<file path="config.mk">
export PLATFORM = sky130hd
export DESIGN_NAME = div_unit_flat
export DESIGN_NICKNAME = d
export VERILOG_FILES = /design/src/rtl/div_if.sv /design/src/rtl/div_unit.sv /design/src/flat_wrapper.sv
export SDC_FILE = /design/constraint.sdc
export NUM_CORES = 1
export LEC_CHECK = 0
export ABC_AREA = 1
export CORE_UTILIZATION = 45
export CTS_BUF_LIST = sky130_fd_sc_hd__clkbuf_2
export DETAILED_ROUTE_END_ITERATION = 8
export HOLD_SLACK_MARGIN = 0.08
export PLACE_DENSITY_LB_ADDON = 0.05
export SLEW_MARGIN = 20
export SYNTH_ARGS = -nofsm -noshare
export SYNTH_HDL_FRONTEND = slang
export SYNTH_SLANG_ARGS = --single-unit
</file>
<file path="constraint.sdc">
create_clock -name clk -period 5.7 [get_ports clk]
set_clock_uncertainty 0.1 [all_clocks]
set_input_delay 0.57 -clock clk [delete_from_list [all_inputs] [get_ports clk]]
set_output_delay 0.57 -clock clk [all_outputs]
set_load 0.01 [all_outputs]
</file>
<file path="src/rtl/div_if.sv">
// -----------------------------------------------------------------------------
// div_if : execute-stage handshake between the MIPS pipeline and div_unit.
//
//   master (pipeline side) drives : StartE, SignedE, AnnulE, SrcAE, SrcBE
//   slave  (div_unit side) drives : StallDivE, ReadyE, QuotE, RemE
//                                   DivZeroE (only when DIV_ZERO_FLAG_EN is defined)
//
// Build option: DIV_ZERO_FLAG_EN adds the DivZeroE signal.
// -----------------------------------------------------------------------------
interface div_if #(
    parameter int WIDTH = 32
);
    logic             StartE;
    logic             SignedE;
    logic             AnnulE;
    logic [WIDTH-1:0] SrcAE;
    logic [WIDTH-1:0] SrcBE;
    logic             StallDivE;
    logic             ReadyE;
    logic [WIDTH-1:0] QuotE;
    logic [WIDTH-1:0] RemE;
`ifdef DIV_ZERO_FLAG_EN
    logic             DivZeroE;
`endif

    modport master (
        output StartE, SignedE, AnnulE, SrcAE, SrcBE,
        input  StallDivE, ReadyE, QuotE, RemE
`ifdef DIV_ZERO_FLAG_EN
        , DivZeroE
`endif
    );

    modport slave (
        input  StartE, SignedE, AnnulE, SrcAE, SrcBE,
        output StallDivE, ReadyE, QuotE, RemE
`ifdef DIV_ZERO_FLAG_EN
        , DivZeroE
`endif
    );
endinterface

</file>
<file path="src/rtl/div_unit.sv">
// -----------------------------------------------------------------------------
// div_unit : iterative radix-2 restoring divider for DIV/DIVU in the E stage.
//
// Ports:
//   clk  - pipeline clock
//   rst  - asynchronous active-high reset
//   bus  - div_if.slave : StartE/SignedE/AnnulE/SrcAE/SrcBE in,
//          StallDivE/ReadyE/QuotE(LO)/RemE(HI) out (+DivZeroE, see below)
//
// One shift-subtract step per cycle, WIDTH steps, then a single DONE cycle
// with ReadyE high and the sign-corrected quotient/remainder registered.
// StallDivE holds the front of the pipeline from the start cycle until DONE.
//
// Build option DIV_ZERO_FLAG_EN: a zero divisor short-cuts straight to DONE
// and raises DivZeroE there; otherwise a zero divisor runs the full iteration
// and returns the forced result (quotient all ones, remainder = dividend).
// -----------------------------------------------------------------------------
module div_unit #(
    parameter int WIDTH = 32
) (
    input logic  clk,
    input logic  rst,
    div_if.slave bus
);
    localparam int CNT_W = (WIDTH > 1) ? $clog2(WIDTH) : 1;

    typedef enum logic [1:0] {
        IDLE,
        BUSY,
        DONE
    } state_t;

    state_t             state;
    state_t             nextState;
    logic [CNT_W-1:0]   count;

    logic [WIDTH-1:0]   remReg;
    logic [WIDTH-1:0]   quotReg;
    logic [WIDTH-1:0]   divisorReg;
    logic [WIDTH-1:0]   dividendReg;
    logic               quotNeg;
    logic               remNeg;
    logic               zeroDiv;

    logic [WIDTH-1:0]   quotOut;
    logic [WIDTH-1:0]   remOut;

    logic               accept;
    logic               lastStep;
    logic               srcBZero;
    logic [WIDTH:0]     shifted;
    logic [WIDTH:0]     diff;
    logic               stepGe;
    logic [WIDTH-1:0]   stepRem;
    logic [WIDTH-1:0]   stepQuot;

    // Magnitude of an operand; unsigned operands pass through untouched.
    // The most negative value maps onto itself, which the unsigned datapath
    // reads correctly as 2^(WIDTH-1).
    function automatic logic [WIDTH-1:0] absVal(input logic [WIDTH-1:0] v,
                                                input logic isSigned);
        logic signed [WIDTH-1:0] sv;
        sv = v;
        return (isSigned && (sv < 0)) ? -v : v;
    endfunction

    function automatic logic [WIDTH-1:0] fixSign(input logic [WIDTH-1:0] v,
                                                 input logic neg);
        return neg ? -v : v;
    endfunction

    assign srcBZero = (bus.SrcBE == '0);

    // Next state and the combinational shift-subtract step
    always_comb begin
        nextState = state;
        accept    = 1'b0;
        lastStep  = 1'b0;

        // The borrow out of the (WIDTH+1)-bit subtract is the compare result.
        shifted   = {remReg, quotReg[WIDTH-1]};
        diff      = shifted - {1'b0, divisorReg};
        stepGe    = ~diff[WIDTH];
        stepRem   = stepGe ? diff[WIDTH-1:0] : shifted[WIDTH-1:0];
        stepQuot  = {quotReg[WIDTH-2:0], stepGe};

        unique case (state)
            IDLE: begin
                if (bus.StartE && !bus.AnnulE) begin
                    accept = 1'b1;
`ifdef DIV_ZERO_FLAG_EN
                    nextState = srcBZero ? DONE : BUSY;
`else
                    nextState = BUSY;
`endif
                end
            end
            BUSY: begin
                if (bus.AnnulE) begin
                    nextState = IDLE;
                end else if (count == CNT_W'(WIDTH - 1)) begin
                    lastStep  = 1'b1;
                    nextState = DONE;
                end
            end
            DONE: begin
                // StartE still high here is the same instruction leaving E.
                nextState = IDLE;
            end
            default: nextState = IDLE;
        endcase
    end

    // Control registers and registered results
    always_ff @(posedge clk or posedge rst) begin
        if (rst) begin
            state   <= IDLE;
            count   <= '0;
            quotNeg <= 1'b0;
            remNeg  <= 1'b0;
            zeroDiv <= 1'b0;
            quotOut <= '0;
            remOut  <= '0;
        end else begin
            state <= nextState;
            if (accept) begin
                count   <= '0;
                quotNeg <= bus.SignedE & (bus.SrcAE[WIDTH-1] ^ bus.SrcBE[WIDTH-1]);
                remNeg  <= bus.SignedE & bus.SrcAE[WIDTH-1];
                zeroDiv <= srcBZero;
`ifdef DIV_ZERO_FLAG_EN
                if (srcBZero) begin
                    quotOut <= '1;
                    remOut  <= bus.SrcAE;
                end
`endif
            end else if (state == BUSY && !bus.AnnulE) begin
                count <= count + 1'b1;
                if (lastStep) begin
                    // A zero divisor bypasses sign correction entirely.
                    quotOut <= zeroDiv ? '1 : fixSign(stepQuot, quotNeg);
                    remOut  <= zeroDiv ? dividendReg : fixSign(stepRem, remNeg);
                end
            end
        end
    end

    // Iteration datapath
    always_ff @(posedge clk) begin
        if (accept) begin
            remReg      <= '0;
            quotReg     <= absVal(bus.SrcAE, bus.SignedE);
            divisorReg  <= absVal(bus.SrcBE, bus.SignedE);
            dividendReg <= bus.SrcAE;
        end else if (state == BUSY) begin
            remReg  <= stepRem;
            quotReg <= stepQuot;
        end
    end

    assign bus.StallDivE = accept | (state == BUSY);
    assign bus.ReadyE    = (state == DONE);
    assign bus.QuotE     = quotOut;
    assign bus.RemE      = remOut;
`ifdef DIV_ZERO_FLAG_EN
    assign bus.DivZeroE  = (state == DONE) & zeroDiv;
`endif

endmodule

</file>
<file path="src/flat_wrapper.sv">
// flat-port wrapper written by rule: the top's interface ports become plain ports
module div_unit_flat 
#(
    parameter int WIDTH = 32
)
  (clk, rst, bus_StartE, bus_SignedE, bus_AnnulE, bus_SrcAE, bus_SrcBE, bus_StallDivE, bus_ReadyE, bus_QuotE, bus_RemE);
  div_if #(.WIDTH(WIDTH)) bus_i ();
  input logic clk;
  input logic rst;
  input wire logic [$bits(bus_i.StartE)-1:0] bus_StartE;
  input wire logic [$bits(bus_i.SignedE)-1:0] bus_SignedE;
  input wire logic [$bits(bus_i.AnnulE)-1:0] bus_AnnulE;
  input wire logic [$bits(bus_i.SrcAE)-1:0] bus_SrcAE;
  input wire logic [$bits(bus_i.SrcBE)-1:0] bus_SrcBE;
  output wire logic [$bits(bus_i.StallDivE)-1:0] bus_StallDivE;
  output wire logic [$bits(bus_i.ReadyE)-1:0] bus_ReadyE;
  output wire logic [$bits(bus_i.QuotE)-1:0] bus_QuotE;
  output wire logic [$bits(bus_i.RemE)-1:0] bus_RemE;
  assign bus_i.StartE = bus_StartE;
  assign bus_i.SignedE = bus_SignedE;
  assign bus_i.AnnulE = bus_AnnulE;
  assign bus_i.SrcAE = bus_SrcAE;
  assign bus_i.SrcBE = bus_SrcBE;
  assign bus_StallDivE = bus_i.StallDivE;
  assign bus_ReadyE = bus_i.ReadyE;
  assign bus_QuotE = bus_i.QuotE;
  assign bus_RemE = bus_i.RemE;
  div_unit #(.WIDTH(WIDTH)) u_core (.clk(clk), .rst(rst), .bus(bus_i));
endmodule
</file>
======== After elaboration in Yosys (flattened, before gate mapping) ========
Index checks and enable logic that the tools add are counted.
storage, ports and cells
  word-level logic and storage cells ...... 61
  input bits .............................. 69
  output and inout port bits .............. 66
  register bits ........................... 202
cells by class
  bitwise operators ....................... 6
  add/sub/neg operators ................... 6
  mux-type cells .......................... 20
  equal/unequal tests ..................... 5
  reduce and logical (&&, ||, !) cells .... 11
  $lt $le $gt $ge ......................... 2
operator list
  kind                                                          number
  2-to-1 mux 32 bit                                             9
  negation 32 bit                                               4
  less-than comparator 32 x 1 -> 1 bit (second input constant)  2
  subtractor 33 x 32 -> 33 bit                                  1
  zero test 32 bit                                              1
  2-to-1 mux 5 bit                                              2
  2-to-1 mux 2 bit                                              3
  adder 5 x 1 -> 5 bit (second input constant)                  1
  == test 5 bit (second input constant)                         1
  2-to-1 mux 1 bit                                              5
  logical AND 1 bit                                             4
  one-hot mux 2 bit (2 select lines)                            1
  nonzero test 2 bit                                            2
  inequality test 3 x 2 -> 1 bit (second input constant)        1
  AND reduction 3 bit                                           1
  bitwise AND 1 bit                                             2
  == test 2 x 1 -> 1 bit (second input constant)                1
  == test 2 bit (second input constant)                         1
  zero test 2 bit                                               1
  inequality test 2 x 1 -> 1 bit (second input constant)        1
  inverter 1 bit                                                2
  AND reduction 2 bit                                           1
  zero test 1 bit                                               1
  OR 1 bit                                                      1
  bitwise XOR 1 bit                                             1

======== Depth between registers and ports, before layout ========
  depth in word-level cells ............... 6
  depth in mapped cells ................... 28
  gate-level depth less buffers ........... 27

======== Least setup slack after synthesis ========
Ideal clock, no wire load.
  path type ............................... reg2reg
  start ................................... register u_core.quotReg[31]
  end ..................................... register u_core.quotOut[30], in the netlist u_core.bus.QuotE[30]
  required time ........................... 5.481 ns
  setup slack ............................. 1.746 ns
  clock period less this slack ............ 3.954 ns
  cell stages (with the launch flop) ...... 28
  arrival time ............................ 3.735 ns
  setup time .............................. 0.119 ns
  buffers on the path ..................... 2
  cell sequence ........................... edfxtp_1 -> inv_1 -> ha_1 -> inv_1 -> fa_1 -> nand2_1 -> nand2_1 -> nand3_2 -> nand2_4 -> nand2_4 -> nand2_4 -> nand2_4 -> nand3_1 -> nand2_2 -> buf_6 -> buf_6 -> ha_1 -> nand3_1 -> nor3_1 -> nand2_1 -> nor2_1 -> nand3_1 -> o31ai_1 -> o21ai_0 -> a21oi_1 -> xnor2_1 -> o22ai_1 -> inv_1
between the ends
  cells in the longest elaborated chain, start to end .. 5
RTL lines
  what                          line             RTL
  start, declared               div_unit.sv:38   logic [WIDTH-1:0] quotReg;
  start signal, assigned        div_unit.sv:152  quotReg <= absVal(bus.SrcAE, bus.SignedE);
  start signal, assigned        div_unit.sv:157  quotReg <= stepQuot;
  subtractor 33 x 32 -> 33 bit  div_unit.sv:82   diff = shifted - {1'b0, divisorReg};
  inverter 1 bit                div_unit.sv:83   stepGe = ~diff[WIDTH];
  negation 32 bit               div_unit.sv:69   return neg ? -v : v;
  2-to-1 mux 32 bit             div_unit.sv:69
  2-to-1 mux 32 bit             div_unit.sv:141  quotOut <= zeroDiv ? '1 : fixSign(stepQuot, quotNeg);
  end signal, assigned          div_unit.sv:141
  end, declared                 div_unit.sv:45   logic [WIDTH-1:0] quotOut;
Every way passes these cells.
A chain may end at the register's enable or synchronous reset.

======== Worst setup path after layout ========
Same ends and word-level chain as after synthesis.

==> results.md <==
- Run status: completed
- Slew @ Worst Pin: 1.05 ns
- Critical path required time: 6.60 ns
- First-pass DRT Iterations: 5
- Post-CTS Hold Fix Bufs: 12
- Clock transition at path regs: 0.11 ns
- Synth cell types: 44
- RR Startpoint: u_core.quotReg[31]
- Port bufs: 134
- Cts repair resizes: 0
- Most common cell in the netlist: nand2_1
- Mapped Nets: 2,134
- Final net count: 2,295
- Synth area leader: edfxtp_1
- Total vias in the final route: 13,600
- Pwr per Cell Area: 450 mW/mm2
- Final Wtd Congestion: 0.909
- Num CTS Buffers: 57
- Overflow after GRT: 0
- Top-area cell type share of the netlist area: 20.7%
- Die Y: 178 um
- Worst-path fanout max: 12
- Setup TNS Final: 0 ns
- Final WS setup: 1.23 ns
- Core area: 0.0305 mm2
- Crit share post-route: 78.4%
- Layout cells sized above 1: 8.28%
- Peak supply drop: 217 uV
- CP Capture Point: u_core.bus.QuotE[30]
- Setup-failing EPs final: 0
- Initial antenna violation count: 4
- Clock root buffer: clkbuf_2
- Post-route total power: 0.00733 W
- Post-route cell area: 0.0163 mm2
- RSZ-0062 raised after global routing: false
- Area growth syn-to-layout: 16.7%
- Clock Sinks: 202
- DR vias/cell: 5.15
- Post-synth top cells: nand2_1 (685), inv_1 (283), nor2_1 (205), nand3_1 (125), edfxtp_1 (96)
- Yosys warns: 0
- Wirelength per Cell: 17.3 um
- CTS tree: yes
- Post-CTS setup buffers: 0
- Boundary Pins: 135
- Clock Latency Late Sink: 1.05 ns
- Post-place setup slack: 1.29 ns
- Drt drc: 0
- Rel. slew slack: 30.0%
- HP Class: in2reg
- Final Hold Viols: 0
- Critical setup path kind: reg2reg
- Area contributors post-synth: edfxtp_1 (21%), nand2_1 (18%), dfrtp_1 (13%), inv_1 (7.6%), nor2_1 (5.5%)
- Mapped Cells: 2,026
- Data arrival time of the critical path: 5.37 ns
- Total track usage: 29.3%
- Critical path endpoint category: flop
- Crit path launch type: flop
- First-pass GRT wire length: 69,800 um
- Ys flop type: edfxtp_1
- Placed cell area: 0.0156 mm2
- Starting Density: 45.7%
- Maximum root-to-sink buffer count: 3
- Row count: 64
- Worst r2r dst: u_core.bus.QuotE[30]
- R2R depth: 26
- Post-route ant nets: 0
- Worst Setup SP: u_core.quotReg[31]
- P_leak: 8.34 nW
- Largest net degree at the start of global routing: 75
- Min cycle time layout: 4.47 ns
- Post-synthesis sequential area ratio: 38.5%
- Routed wire length: 45,400 um
- Count of flip-flops with a built-in enable after synthesis: 96
- Slew Limit Fails: 0
- Initial drt markers: 1,267
- #FFs+latches synth: 202
- R2R setup slack: 1.23 ns
- Post-DP HPWL: 34,900 um
- Fmax: 224 MHz
- Mean Syn Cell Area: 6.88 um2
- Cell Area, Synth: 0.0139 mm2
- Synth async-reset ratio: 36.6%
- Max Cap Violations: 0
- Die width: 178 um
- Number of global-route vias before repair: 12,700
- Die area: 0.0317 mm2
- Htree depth: 2
kinds of logic after synthesis:
logic type      Yosys count  synth area share (%)
buf+inv                 351                  9.86
xor+xnor                 88                  5.53
fa+ha+maj                39                  3.55
compound gates          213                  8.52
flops                   202                  38.5
simple gates           1133                  34.0
through the flow:
stage / hold WS (ns) / util, % / cells
floorplan: 0.334 / - / 2026
finish: 0.175 / 53.3 / 2631
global placement: 0.363 / 51.2 / 2512
detailed placement: 0.370 / 51.2 / 2512
global route: 0.116 / 53.3 / 2631
CTS: 0.0827 / 53.3 / 2630
critical path, cell delays in order (launching register included):
cell and delay, ns:
edfxtp_1 0.39, inv_1 0.09, ha_1 0.16, inv_1 0.07, fa_1 0.40, nand2_1 0.08
nand2_1 0.09, nand3_2 0.11, nand2_4 0.08, nand2_4 0.08, nand2_4 0.05, nand2_4 0.07
nand3_1 0.06, buf_4 0.19, nand2_2 0.11, ha_1 0.17, nand3_1 0.12, nor3_1 0.31
nand2_1 0.17, nor2_1 0.22, nand3_1 0.19, o31ai_1 0.33, o21ai_0 0.24, a21oi_1 0.21
xnor2_1 0.15, o22ai_1 0.09, inv_1 0.09
final cells by class:
class | instances | area [um2]
antenna | 1 | 2.50
clock buffer | 94 | 470
clock inverter | 12 | 61.3
fill | 3104 | 14200
inverter | 293 | 1100
multi-input combinational | 1473 | 7200
sequential | 202 | 5380
tap | 396 | 495
timing repair buffer | 160 | 1570
worst min path at each step:
stage,start,to,slack [ns],cells after the start
2_1_floorplan,u_core.dividendReg[3],u_core.bus.RemE[3],0.33,2
3_3_place_gp,u_core.bus.RemE[31],u_core.bus.RemE[31],0.36,2
3_5_place_dp,u_core.bus.RemE[23],u_core.bus.RemE[23],0.37,2
4_1_cts,bus_SrcAE[3],u_core.dividendReg[3],0.08,1
5_1_grt,bus_SrcAE[11],u_core.dividendReg[11],0.12,1
6_report,bus_SrcAE[16],u_core.dividendReg[16],0.18,1
sequential cells by signal, summed over array words and instances (netlist names), 2 cells and up:
register	count
u_core.quotReg	32
u_core.dividendReg	32
u_core.bus.RemE	32
u_core.remReg	32
u_core.state	2
u_core.divisorReg	32
u_core.bus.QuotE	32
u_core.count	5
metal layers:
| metal | global-route usage, % | routed length (um) | vias up |
|---|---|---|---|
| li1 | - | - | 6789 |
| met1 | 42.1 | 21300 | 6250 |
| met2 | 43.9 | 19600 | 449 |
| met3 | 5.58 | 3420 | 72 |
| met4 | 9.37 | 1040 | 0 |
| met5 | 0 | 0 | - |
placed cells by master, fill, tap and decap left out, types with 2 or more instances in the layout:
cell type        netlist  final
nand2_1              685    684
inv_1                283    280
nor2_1               205    205
clkdlybuf4s50_1        0    134
nand3_1              125    125
edfxtp_1              96     96
clkbuf_2               0     94
o21ai_0               89     89
dfrtp_1               74     74
xor2_1                62     62
a21oi_1               43     43
o22ai_1               41     41
ha_1                  38     38
dfxtp_1               32     32
xnor2_1               26     26
nand2_2               24     25
nor3_1                24     24
nand4_1               14     14
buf_4                  3     14
nor2_2                13     13
dlygate4sd3_1          0     12
nand3b_1              11     11
a31oi_1               11     11
inv_2                  8     10
o21ai_1               10     10
clkinv_1               2     10
or2_2                  8      8
o31ai_1                7      7
nand2_4                5      5
and2_1                 5      5
a21oi_2                4      4
nor4_1                 5      4
nand3_2                3      3
nor2_4                 3      3
o21bai_1               3      3
clkinv_2               0      2
o22a_1                 2      2
clkinv_4               0      2
where the power goes:
group | leakage [nW] | internal, W | switching [W]
combinational | 5.73 | 0.00131 | 0.00296
sequential | 2.20 | 0.00173 | 0.000203
clock | 0.420 | 0.000439 | 0.000681
total | 8.34 | 0.00348 | 0.00384
Power figures use the tool's default switching activity.
